[src/rtl/neuron_pkg.sv]
// Shared definitions for the neuron input loader.
//
// Contents:
//   - default neuron geometry (fan-in and Q-format split of data and weights)
//   - width helpers DATA_W (data/bias) and WEIGHT_W (weights)
//   - cnt_width(): element counter width, $clog2(n) with a minimum of 1
//   - loader_state_t: loader sequencing states
package neuron_pkg;

   localparam int unsigned DEF_N  = 2;
   localparam int unsigned DEF_QM = 3;
   localparam int unsigned DEF_QN = 5;
   localparam int unsigned DEF_WM = 6;
   localparam int unsigned DEF_WN = 10;

   localparam int unsigned DATA_W   = DEF_QM + DEF_QN;
   localparam int unsigned WEIGHT_W = DEF_WM + DEF_WN;

   function automatic int unsigned cnt_width(input int unsigned n);
      return (n > 1) ? $clog2(n) : 1;
   endfunction

   localparam int unsigned CNT_W = cnt_width(DEF_N);

   typedef enum logic [1:0] {
      FILL,
      SETTLE,
      CAPTURE
   } loader_state_t;

endpackage

[src/rtl/result_slot.sv]
// Single-entry valid/ready output register.
//
// Ports:
//   clk, rst_n  clock and asynchronous active-low reset
//   load        write load_data into the slot (takes priority over a drain)
//   load_data   value to store
//   ready       downstream consumer ready
//   valid       slot holds a result
//   data        stored result, stable while valid && !ready
//   free        slot can accept a load this cycle (empty, or draining now)
module result_slot #(
   parameter int unsigned W = 8
) (
   input  logic         clk,
   input  logic         rst_n,
   input  logic         load,
   input  logic [W-1:0] load_data,
   input  logic         ready,
   output logic         valid,
   output logic [W-1:0] data,
   output logic         free
);

   assign free = !valid || ready;

   always_ff @(posedge clk or negedge rst_n) begin
      if (!rst_n) begin
         valid <= 1'b0;
         data  <= '0;
      end else if (load) begin
         valid <= 1'b1;
         data  <= load_data;
      end else if (valid && ready) begin
         valid <= 1'b0;
      end
   end

endmodule

[src/rtl/neuron_input_loader.sv]
// Serial-to-parallel feeder for the fully parallel neuron.
//
// Accepts (input, weight) element pairs one per cycle, assembles them into
// N-wide registered vectors plus bias for the neuron, waits for the neuron's
// registered output and hands each result downstream over valid/ready.
//
// Ports:
//   clk, rst_n          clock and asynchronous active-low reset
//   s_valid/s_ready     element stream handshake
//   s_data, s_weight    element pair
//   s_last              end-of-vector marker (checked only with the macro)
//   bias_in             bias, sampled with element 0
//   nv_in, nv_weights   registered vectors to the neuron
//   nv_bias             registered bias to the neuron
//   nv_out              neuron registered output
//   m_valid/m_ready     result stream handshake
//   m_data              result
//   err                 sticky framing error
//
// Build option: NEURON_LOADER_LAST_CHECK_EN enables s_last framing checks and
// the sticky err flag; without it s_last is ignored and err is tied 0.
module neuron_input_loader
   import neuron_pkg::*;
#(
   parameter int unsigned N  = DEF_N,
   parameter int unsigned QM = DEF_QM,
   parameter int unsigned QN = DEF_QN,
   parameter int unsigned WM = DEF_WM,
   parameter int unsigned WN = DEF_WN
) (
   input  logic                            clk,
   input  logic                            rst_n,
   input  logic                            s_valid,
   output logic                            s_ready,
   input  logic signed [QM+QN-1:0]         s_data,
   input  logic signed [WM+WN-1:0]         s_weight,
   input  logic                            s_last,
   input  logic signed [QM+QN-1:0]         bias_in,
   output logic [N-1:0][QM+QN-1:0]         nv_in,
   output logic [N-1:0][WM+WN-1:0]         nv_weights,
   output logic signed [QM+QN-1:0]         nv_bias,
   input  logic [QM+QN-1:0]                nv_out,
   output logic                            m_valid,
   input  logic                            m_ready,
   output logic [QM+QN-1:0]                m_data,
   output logic                            err
);

   localparam int unsigned DW = QM + QN;
   localparam int unsigned CW = cnt_width(N);
   localparam logic [CW-1:0] LAST_IDX = CW'(N - 1);
   localparam logic [CW-1:0] CNT_ONE  = CW'(1);

   loader_state_t  state, state_d;
   logic [CW-1:0]  count, count_d;
   logic           wr_en;
   logic           load;
   logic           slot_free;

`ifdef NEURON_LOADER_LAST_CHECK_EN
   logic           err_flag, err_d;
`endif

   always_ff @(posedge clk or negedge rst_n) begin
      if (!rst_n) begin
         state <= FILL;
         count <= '0;
      end else begin
         state <= state_d;
         count <= count_d;
      end
   end

   // Vector registers change only on an accepted element in FILL, so the
   // neuron sees stable operands through SETTLE and CAPTURE.
   always_ff @(posedge clk or negedge rst_n) begin
      if (!rst_n) begin
         nv_in      <= '0;
         nv_weights <= '0;
         nv_bias    <= '0;
      end else if (wr_en) begin
         nv_in[count]      <= s_data;
         nv_weights[count] <= s_weight;
         if (count == '0) begin
            nv_bias <= bias_in;
         end
      end
   end

   always_comb begin
      state_d = state;
      count_d = count;
      s_ready = 1'b0;
      wr_en   = 1'b0;
      load    = 1'b0;
`ifdef NEURON_LOADER_LAST_CHECK_EN
      err_d   = err_flag;
`endif
      unique case (state)
         FILL: begin
            s_ready = 1'b1;
            if (s_valid) begin
`ifdef NEURON_LOADER_LAST_CHECK_EN
               // Early s_last: drop the partial vector and restart framing.
               if (s_last && (count != LAST_IDX)) begin
                  count_d = '0;
                  err_d   = 1'b1;
               end else
`endif
               begin
                  wr_en = 1'b1;
                  if (count == LAST_IDX) begin
                     count_d = '0;
                     state_d = SETTLE;
`ifdef NEURON_LOADER_LAST_CHECK_EN
                     if (!s_last) begin
                        err_d = 1'b1;
                     end
`endif
                  end else begin
                     count_d = count + CNT_ONE;
                  end
               end
            end
         end
         // Neuron combinational path settles; its output register captures
         // at the end of this cycle.
         SETTLE: begin
            state_d = CAPTURE;
         end
         CAPTURE: begin
            if (slot_free) begin
               load    = 1'b1;
               state_d = FILL;
            end
         end
         default: begin
            state_d = FILL;
         end
      endcase
   end

`ifdef NEURON_LOADER_LAST_CHECK_EN
   always_ff @(posedge clk or negedge rst_n) begin
      if (!rst_n) begin
         err_flag <= 1'b0;
      end else begin
         err_flag <= err_d;
      end
   end

   assign err = err_flag;
`else
   logic unused_last;
   assign unused_last = s_last;
   assign err         = 1'b0;
`endif

   result_slot #(
      .W (DW)
   ) u_result_slot (
      .clk       (clk),
      .rst_n     (rst_n),
      .load      (load),
      .load_data (nv_out),
      .ready     (m_ready),
      .valid     (m_valid),
      .data      (m_data),
      .free      (slot_free)
   );

endmodule

[config.mk]
export PLATFORM = sky130hd
export DESIGN_NAME = neuron_input_loader
export DESIGN_NICKNAME = d
export VERILOG_FILES = /design/src/rtl/neuron_pkg.sv /design/src/rtl/result_slot.sv /design/src/rtl/neuron_input_loader.sv
export SDC_FILE = /design/constraint.sdc
export NUM_CORES = 1
export LEC_CHECK = 0
export ABC_AREA = 0
export CELL_PAD_IN_SITES_DETAIL_PLACEMENT = 1
export CELL_PAD_IN_SITES_GLOBAL_PLACEMENT = 1
export CORE_MARGIN = 5
export CORE_UTILIZATION = 37
export DETAILED_ROUTE_END_ITERATION = 16
export PLACE_DENSITY_LB_ADDON = 0.3
export SLEW_MARGIN = 20
export SYNTH_ARGS = -nofsm -noshare
export SYNTH_HDL_FRONTEND = slang
export SYNTH_SLANG_ARGS = --single-unit
[constraint.sdc]
create_clock -name clk -period 2.45 [get_ports clk]
set_input_delay 0.245 -clock clk [delete_from_list [all_inputs] [get_ports clk]]
set_output_delay 0.245 -clock clk [all_outputs]
set_load 0.05 [all_outputs]
==> results.tsv, run 1 <==
metric	value	unit
dp_hpwl	4690	um
synthCells	152	
area_delta_synth_final	50.3	%
cts_tree	yes	
async_flop_share	1.00	
avgViaCountPerCell	4.52	
core.rowCount	31	
yosysMostFrequentCell	dfrtp_1	
cts_htree_levels	3	
synth_top_area_share	0.625	
drt_iter0_drc	25	
port_buffers	109	
grt_max_degree	69	
crit_fanout	4	
die_h	95.8	um
wl_per_cell	17.4	um
initial_core_util	0.377	
drv_cap	0	
die_area	9170	um^2
first_pass_iters	3	
io_pins	112	
yosysTopAreaCell	dfrtp_1	
drive_gt1_frac	0.310	
slew_violations	0	
grtUsageTotal	0.150	
coreArea	7210	um^2
worst_ep_required_time	2.20	ns
synth_commonest_cells	dfrtp_1 (68), mux2_2 (34), mux2_4 (30)	
grt_overflow_total	0	
postSynthAreaPerCell	17.9	um^2
antenna_cells	0	
cp-end-kind	output port	
clk_latency	0.34	ns
path_clk_slew	0.07	ns
cp.arrival	1.69	ns
synthTopCellsByArea	dfrtp_1 (63%), mux2_4 (17%), mux2_2 (14%)	
grt_pass1_vias	2006	
crit_type	reg2out	
die_x	95.8	um
tns	0	ns
outcome	finished, final reports clean	
hold_class	in2async	
synth_area	2720	um^2
period_minus_slack	1.94	ns
critPathLaunchType	flop	
root_buffer	clkbuf_8	
cts_setup_buffers	0	
nets	314	
cts_resized	0	
antenna_found_initial	0	
yosysSeqAreaShare	0.625	
hold_viol	0	
wl	6510	um
syn-num-nets	197	
slew_headroom	0.447	
synth-main-ff-cell	dfrtp_1	
setup_viol	0	
route.detailed.drc	0	
min_period_over_period	0.790	
finClkSkew	0.00505	ns
ant_nets	0	
dr_total_vias	1687	
place_congestion	0.672	
worstMarginPinSlew	0.830	ns
clkSinkCount	68	
rsz0062_at_grt	no	
clock_tree.buffer_depth	2	
yosysUniqueCellTypes	18	
clock.fmax	0.517	GHz
synth-edff-count	0	
ctsHoldBuffers	0	
cts_buffers	9	
grt_pass1_wl	10300	um
ys_warn_count	0	
ys_ff_latch	68	
-- metal layers --
metal,part of all wire,up-vias,wire length [um],track usage
li1,-,764,-,-
met1,0.40,828,2590,0.168
met2,0.46,85,2970,0.237
met3,0.13,10,878,0.0876
met4,0.012,0,75,0.0569
met5,0,-,0,0
-- worst paths after layout --
path	from	to	slack (ns)	cells past startpoint
hold reg to reg	nv_weights[28]	nv_weights[28]	0.51	1
max in group asynchronous	rst_n	nv_weights[6]	1.81	2
hold / removal	rst_n	nv_bias[5]	0.1	2
setup / recovery	state[1]	s_ready	0.51	2
setup reg to reg	state[0]	nv_weights[7]	0.72	4
min in group clk	nv_weights[28]	nv_weights[28]	0.51	1
-- sequential cells by signal (all words and copies together), names as in the netlist --
signal,cells
nv_weights,32
nv_in,16
nv_bias,8
u_result_slot.data,8
state,2
count,1
u_result_slot.valid,1
-- per-stage QoR --
step | cell area, um^2 | setup slack (ns) | cells | hold slack (ns) | util
2_1_floorplan | 2720 | 0.380 | 152 | -0.0506 | -
4_1_cts | 4090 | 0.485 | 373 | 0.120 | 0.567
3_5_place_dp | 3880 | 0.383 | 357 | 0.494 | 0.538
5_1_grt | 4090 | 0.409 | 373 | 0.158 | 0.567
3_3_place_gp | 3880 | 0.419 | 357 | 0.488 | 0.538
6_report | 4090 | 0.515 | 373 | 0.0970 | 0.567
-- layout make-up --
| class | count | area (um^2) |
|---|---|---|
| tap | 99 | 124 |
| clock buffer | 12 | 135 |
| sequential | 68 | 1700 |
| clock inverter | 4 | 73.8 |
| multi-input combinational | 76 | 922 |
| fill | 698 | 3120 |
| timing repair buffer | 114 | 1140 |
-- layout by cell type (no fill, tap or decap) --
master	instances
conb_1	1
nor2_8	1
and3_1	1
o21ai_0	1
buf_2	1
or3b_4	1
clkbuf_1	3
dfrtp_1	68
mux2_2	34
clkbuf_8	9
buf_12	1
clkdlybuf4s50_1	108
nand2b_1	2
clkinv_4	1
clkinv_2	1
buf_4	4
mux2_4	30
nor2b_1	1
nor2_1	1
bufinv_16	2
xnor2_1	1
nand2_1	1
or2b_1	1
-- cells by family (layout without fill, tap and decap cells) --
logic type / count (synthesis) / in the layout / share of synthesized area
buf+inv: 8 / 130 / 0.0363
compound gates: 1 / 1 / 0.00184
simple gates: 9 / 9 / 0.0262
mux: 64 / 64 / 0.306
other cells: 1 / 1 / 0.00138
xor+xnor: 1 / 1 / 0.00322
flops: 68 / 68 / 0.625
-- worst max-delay path, stage by stage, from the launching register on --
cell	delay [ns]
dfrtp_1	0.41
nor2_1	0.13
clkdlybuf4s50_1	0.82
Power of run 1 is left out: the tool's default activity adds up to more than one toggle a clock period on the data nets, which glitch-free logic cannot reach.
==> run 2: changes to the inputs <==
Settings changed: CORE_UTILIZATION 37 to 34.
Clock period 2.45 ns to 1.91 ns, I/O delays scaled along.
==> run 2 against run 1 <==
Against the previous run:
- via count up 0.53%
- largest cell class unchanged
- worst setup slack got worse by 0.32 ns
- critical path type unchanged
- clock skew about the same
- wire length is 3.1% lower
- critical path depth fell by 1
- core utilization is 1.9 points lower
- global-route usage fell by 1.3 points
- sequential share of layout area down 1.6 points
==> results.tsv, run 2 (synthesis gave the netlist of run 1 again) <==
metric	value	unit	change
wl_per_cell	16.5	um	-5.1%
clock_tree.buffer_depth	2		unchanged
cts_buffers	9		unchanged
whs	0.395	ns	+0.298 ns
grt_pass1_vias	2029		+1.1%
die_h	99.5	um	+3.9%
min_period_over_period	0.899		
path_clk_slew	0.07	ns	about the same
nets	319		+1.6%
place_congestion	0.677		+0.65%
register_area	1700	um^2	unchanged
worst_ep_required_time	1.72	ns	-0.48 ns
drive_gt1_frac	0.337		+0.0267
initial_core_util	0.351		-0.0269
grt_max_degree	25		-64%
setup_viol	0		unchanged
slew_violations	0		unchanged
route.detailed.drc	0		unchanged
fillCellCount	773		+11%
crit_fanout	2		-2
root_buffer	clkbuf_8		
multi_input_area	925	um^2	+0.27%
grt_pass1_wl	10600	um	+3.0%
hold_viol	0		unchanged
grt_overflow_total	0		unchanged
drt_iter0_drc	6		-76%
port_buffers	109		unchanged
hold_class	in2async		
outcome	finished, final reports clean		
cts_resized	0		unchanged
worst-path-buf-inv	1		unchanged
io_pins	112		unchanged
layout.cells.most_common	clkdlybuf4s50_1		
crit_family	buffers and inverters		
die_x	99.5	um	+3.9%
first_pass_iters	4		+1
clk_latency	0.33	ns	about the same
crit_type	reg2out		
dp.cells	364		+2.0%
antenna_found_initial	0		unchanged
top_regs	nv_weights x32, nv_in x16		
cp_slowest_cell	clkdlybuf4s50_1		
grtUsageTotal	0.137		-0.0133
final_cell_mix	clkdlybuf4s50_1 (107), dfrtp_1 (68), mux2_2 (34), mux2_4 (30), clkbuf_8 (13)		
worstPathCellList	clkdlybuf4s50_1		
cts_htree_levels	3		unchanged
ant_nets	0		unchanged
finClkSkew	0.00478	ns	-0.000266 ns
critPathLaunchType	flop		
ctsHoldBuffers	1		+1
dr_total_vias	1696		+0.53%
drv_cap	0		unchanged
tns	0	ns	unchanged
final_cell_count_no_fill	381		+2.1%
slew_headroom	0.604		+0.157
cts_setup_buffers	0		unchanged
cp-end-kind	output port		
wl	6300	um	-3.1%
cts_tree	yes		
largest_register_ff_count	32		unchanged
area_delta_synth_final	56.4	%	
top_register	nv_weights		
slowest_delay	0.84	ns	+0.02 ns
clkSinkCount	68		unchanged
worstMarginPinSlew	0.595	ns	-0.236 ns
coreArea	7770	um^2	+7.7%
rsz0062_at_grt	no		
clock.fmax	0.582	GHz	
core.rowCount	32		+3.2%
cp.arrival	1.53	ns	-0.16 ns
avgViaCountPerCell	4.45		-1.6%
antenna_cells	0		unchanged
die_area	9900	um^2	+7.9%
period_minus_slack	1.72	ns	
dp_hpwl	4740	um	+1.1%
run 2: worst register-to-register path, cell delays in order, from the launching register on:
cell and delay, ns:
dfrtp_1 0.41, or3b_4 0.45, nor2_8 0.19, buf_12 0.18, mux2_4 0.31
run 2: per-stage QoR:
stage / instance area (um^2) / util / setup WS (ns)
3_5_place_dp: 3980 / 0.512 / 0.0181
2_1_floorplan: 2730 / - / 0.0877
6_report: 4260 / 0.548 / 0.193
5_1_grt: 4260 / 0.548 / 0.120
4_1_cts: 4260 / 0.548 / 0.162
3_3_place_gp: 3980 / 0.512 / 0.0504
run 2: metal layers:
layer	up-vias	global-route usage	wire length, um
li1	771	-	-
met1	837	0.171	2780
met2	80	0.209	2830
met3	8	0.0631	625
met4	0	0.0504	68
met5	-	0	0
run 2: layout make-up:
class / instances / area share
flip-flops and latches: 68 / 0.400
multi-input cells: 76 / 0.217
repair buffers: 119 / 0.290
well taps: 102 / 0.0300
clock buffers: 13 / 0.0420
clock inverters: 3 / 0.0212
run 2: worst paths after layout:
check                                 startpoint                    end  slack [ns]  cells after the start
setup reg to reg                        state[0]          nv_weights[6]        0.26                      4
setup / recovery                        nv_in[4]               nv_in[4]        0.19                      1
hold reg to reg            u_result_slot.data[0]  u_result_slot.data[0]        0.51                      1
max in group asynchronous                  rst_n              nv_in[11]        0.97                      3
hold / removal                             rst_n             nv_bias[2]        0.39                      2
min in group clk                       nv_out[1]  u_result_slot.data[1]        0.47                      2
Power of run 2 is left out for the same reason.
==> run 3: changes to the inputs <==
Settings changed: CORE_MARGIN 5 to unset.
==> run 3 against run 2 <==
Against the previous run:
- final cell count is 0.52% lower
- global-route usage is 2.3 points higher
- first-iteration DRC count grew to 2.8 times the previous value
- wire length is 6.0% lower
- sequential share of layout area is 0.91 points higher
- non-clock buffer count is 2 lower
- fmax is 0.18% lower
- register-to-register slack hardly changed
- clock skew is 0.0031 ns higher
- worst setup slack worse by 0.0031 ns
==> results.tsv, run 3 (synthesis gave the netlist of run 1 again) <==
metric	value	unit	change
outcome	finished, final reports clean		
worstPathCellList	clkdlybuf4s50_1		
critPathLaunchType	flop		
register_area	1700	um^2	unchanged
ant_nets	0		unchanged
placed_area	3950	um^2	-0.69%
hold_viol	0		unchanged
route.detailed.drc	0		unchanged
ctsHoldBuffers	1		unchanged
clk_latency	0.34	ns	about the same
die_h	91.5	um	-8.0%
grt_pass1_wl	10200	um	-3.8%
clock_tree.buffer_depth	2		unchanged
finClkSkew	0.00789	ns	+0.00311 ns
drive_gt1_frac	0.329		-0.00840
clock.fmax	0.581	GHz	-0.18%
first_pass_iters	2		-2
tns	0	ns	unchanged
area_delta_synth_final	52.9	%	
wl	5930	um	-6.0%
fillCellCount	765		-1.0%
place_congestion	0.661		-2.4%
dr.max_layer_used	met4		
cts_resized	0		unchanged
drv_cap	0		unchanged
slew_violations	0		unchanged
coreArea	7730	um^2	-0.52%
initial_core_util	0.352		+0.00182
slew_headroom	0.642		+0.0389
period_minus_slack	1.72	ns	+0.00313 ns
clkSinkCount	68		unchanged
top_register	nv_weights		
crit_family	buffers and inverters		
finalInstanceArea	4160	um^2	-2.2%
cts_htree_levels	3		unchanged
cp-end-kind	output port		
worst-path-buf-inv	1		unchanged
largest_register_ff_count	32		unchanged
dp_hpwl	4290	um	-9.5%
grt_max_degree	30		+20%
min_period_over_period	0.901		+0.00164
final_cell_mix	clkdlybuf4s50_1 (107), dfrtp_1 (68), mux2_2 (34), mux2_4 (30), clkbuf_8 (10)		
avgViaCountPerCell	4.53		+1.8%
finish.utilization	0.539		-0.00946
die_x	91.5	um	-8.0%
wl_per_cell	15.6	um	-5.5%
cts_tree	yes		
cp.arrival	1.53	ns	about the same
hold_class	in2async		
path_clk_slew	0.07	ns	about the same
port_buffers	109		unchanged
cts_buffers	9		unchanged
worstMarginPinSlew	0.535	ns	-0.0600 ns
antenna_found_initial	0		unchanged
wl_met1	2530	um	-9.0%
drt_iter0_drc	17		+11
grt_overflow_total	0		unchanged
antenna_cells	0		unchanged
grt_pass1_vias	1934		-4.7%
dr_total_vias	1717		+1.2%
final_cell_count_no_fill	379		-0.52%
cp_slowest_cell	clkdlybuf4s50_1		
wl_met2	2760	um	-2.7%
core.rowCount	32		unchanged
rsz0062_at_grt	no		
multi_input_area	925	um^2	unchanged
setup_viol	0		unchanged
top_regs	nv_weights x32, nv_in x16		
root_buffer	clkbuf_8		
cts_setup_buffers	0		unchanged
slowest_delay	0.83	ns	about the same
grtUsageTotal	0.161		+0.0234
crit_fanout	2		unchanged
dp.cells	362		-0.55%
worst_ep_required_time	1.72	ns	about the same
crit_type	reg2out		
layout.cells.most_common	clkdlybuf4s50_1		
io_pins	112		unchanged
nets	317		-0.63%
die_area	8370	um^2	-15%
dr_wl_met3	564	um	-9.8%
==> run 3: cell types whose count changed in the layout (fill, tap and decap cells not counted), sizes merged <==
cell | previous run | this run
clkinvlp | 0 | 1
clkbuf | 13 | 11
buf | 11 | 9
clkinv | 0 | 2
inv | 0 | 1
bufinv | 3 | 1
==> run 3: metrics by stage <==
stage	hold slack, ns	setup slack, ns
3_3_place_gp	0.168	0.0583
4_1_cts	0.343	0.161
2_1_floorplan	-0.105	0.0877
3_5_place_dp	0.170	0.0286
5_1_grt	0.368	0.119
6_report	0.343	0.189
==> run 3: area by class of cell <==
class / instances / share of cell area
repair buffers: 117 / 0.290
flip-flops and latches: 68 / 0.409
well taps: 102 / 0.0306
multi-input cells: 76 / 0.222
clock buffers: 11 / 0.0340
clock inverters: 5 / 0.0144
==> run 3: per-layer routing <==
| metal | up-vias | global-route usage |
|---|---|---|
| li1 | 770 | - |
| met1 | 863 | 0.202 |
| met2 | 78 | 0.244 |
| met3 | 6 | 0.0595 |
| met4 | 0 | 0.0754 |
| met5 | - | 0 |
==> run 3: worst paths after layout <==
kind | start | to | slack [ns] | cells past startpoint
setup reg to reg | state[0] | nv_in[3] | 0.27 | 4
min in group clk | bias_in[7] | nv_bias[7] | 0.47 | 2
max in group asynchronous | rst_n | nv_weights[8] | 1.06 | 3
setup / recovery | nv_weights[8] | nv_weights[8] | 0.19 | 1
hold / removal | rst_n | nv_weights[14] | 0.34 | 2
hold reg to reg | u_result_slot.data[1] | u_result_slot.data[1] | 0.51 | 1
Power of run 3 is left out for the same reason.
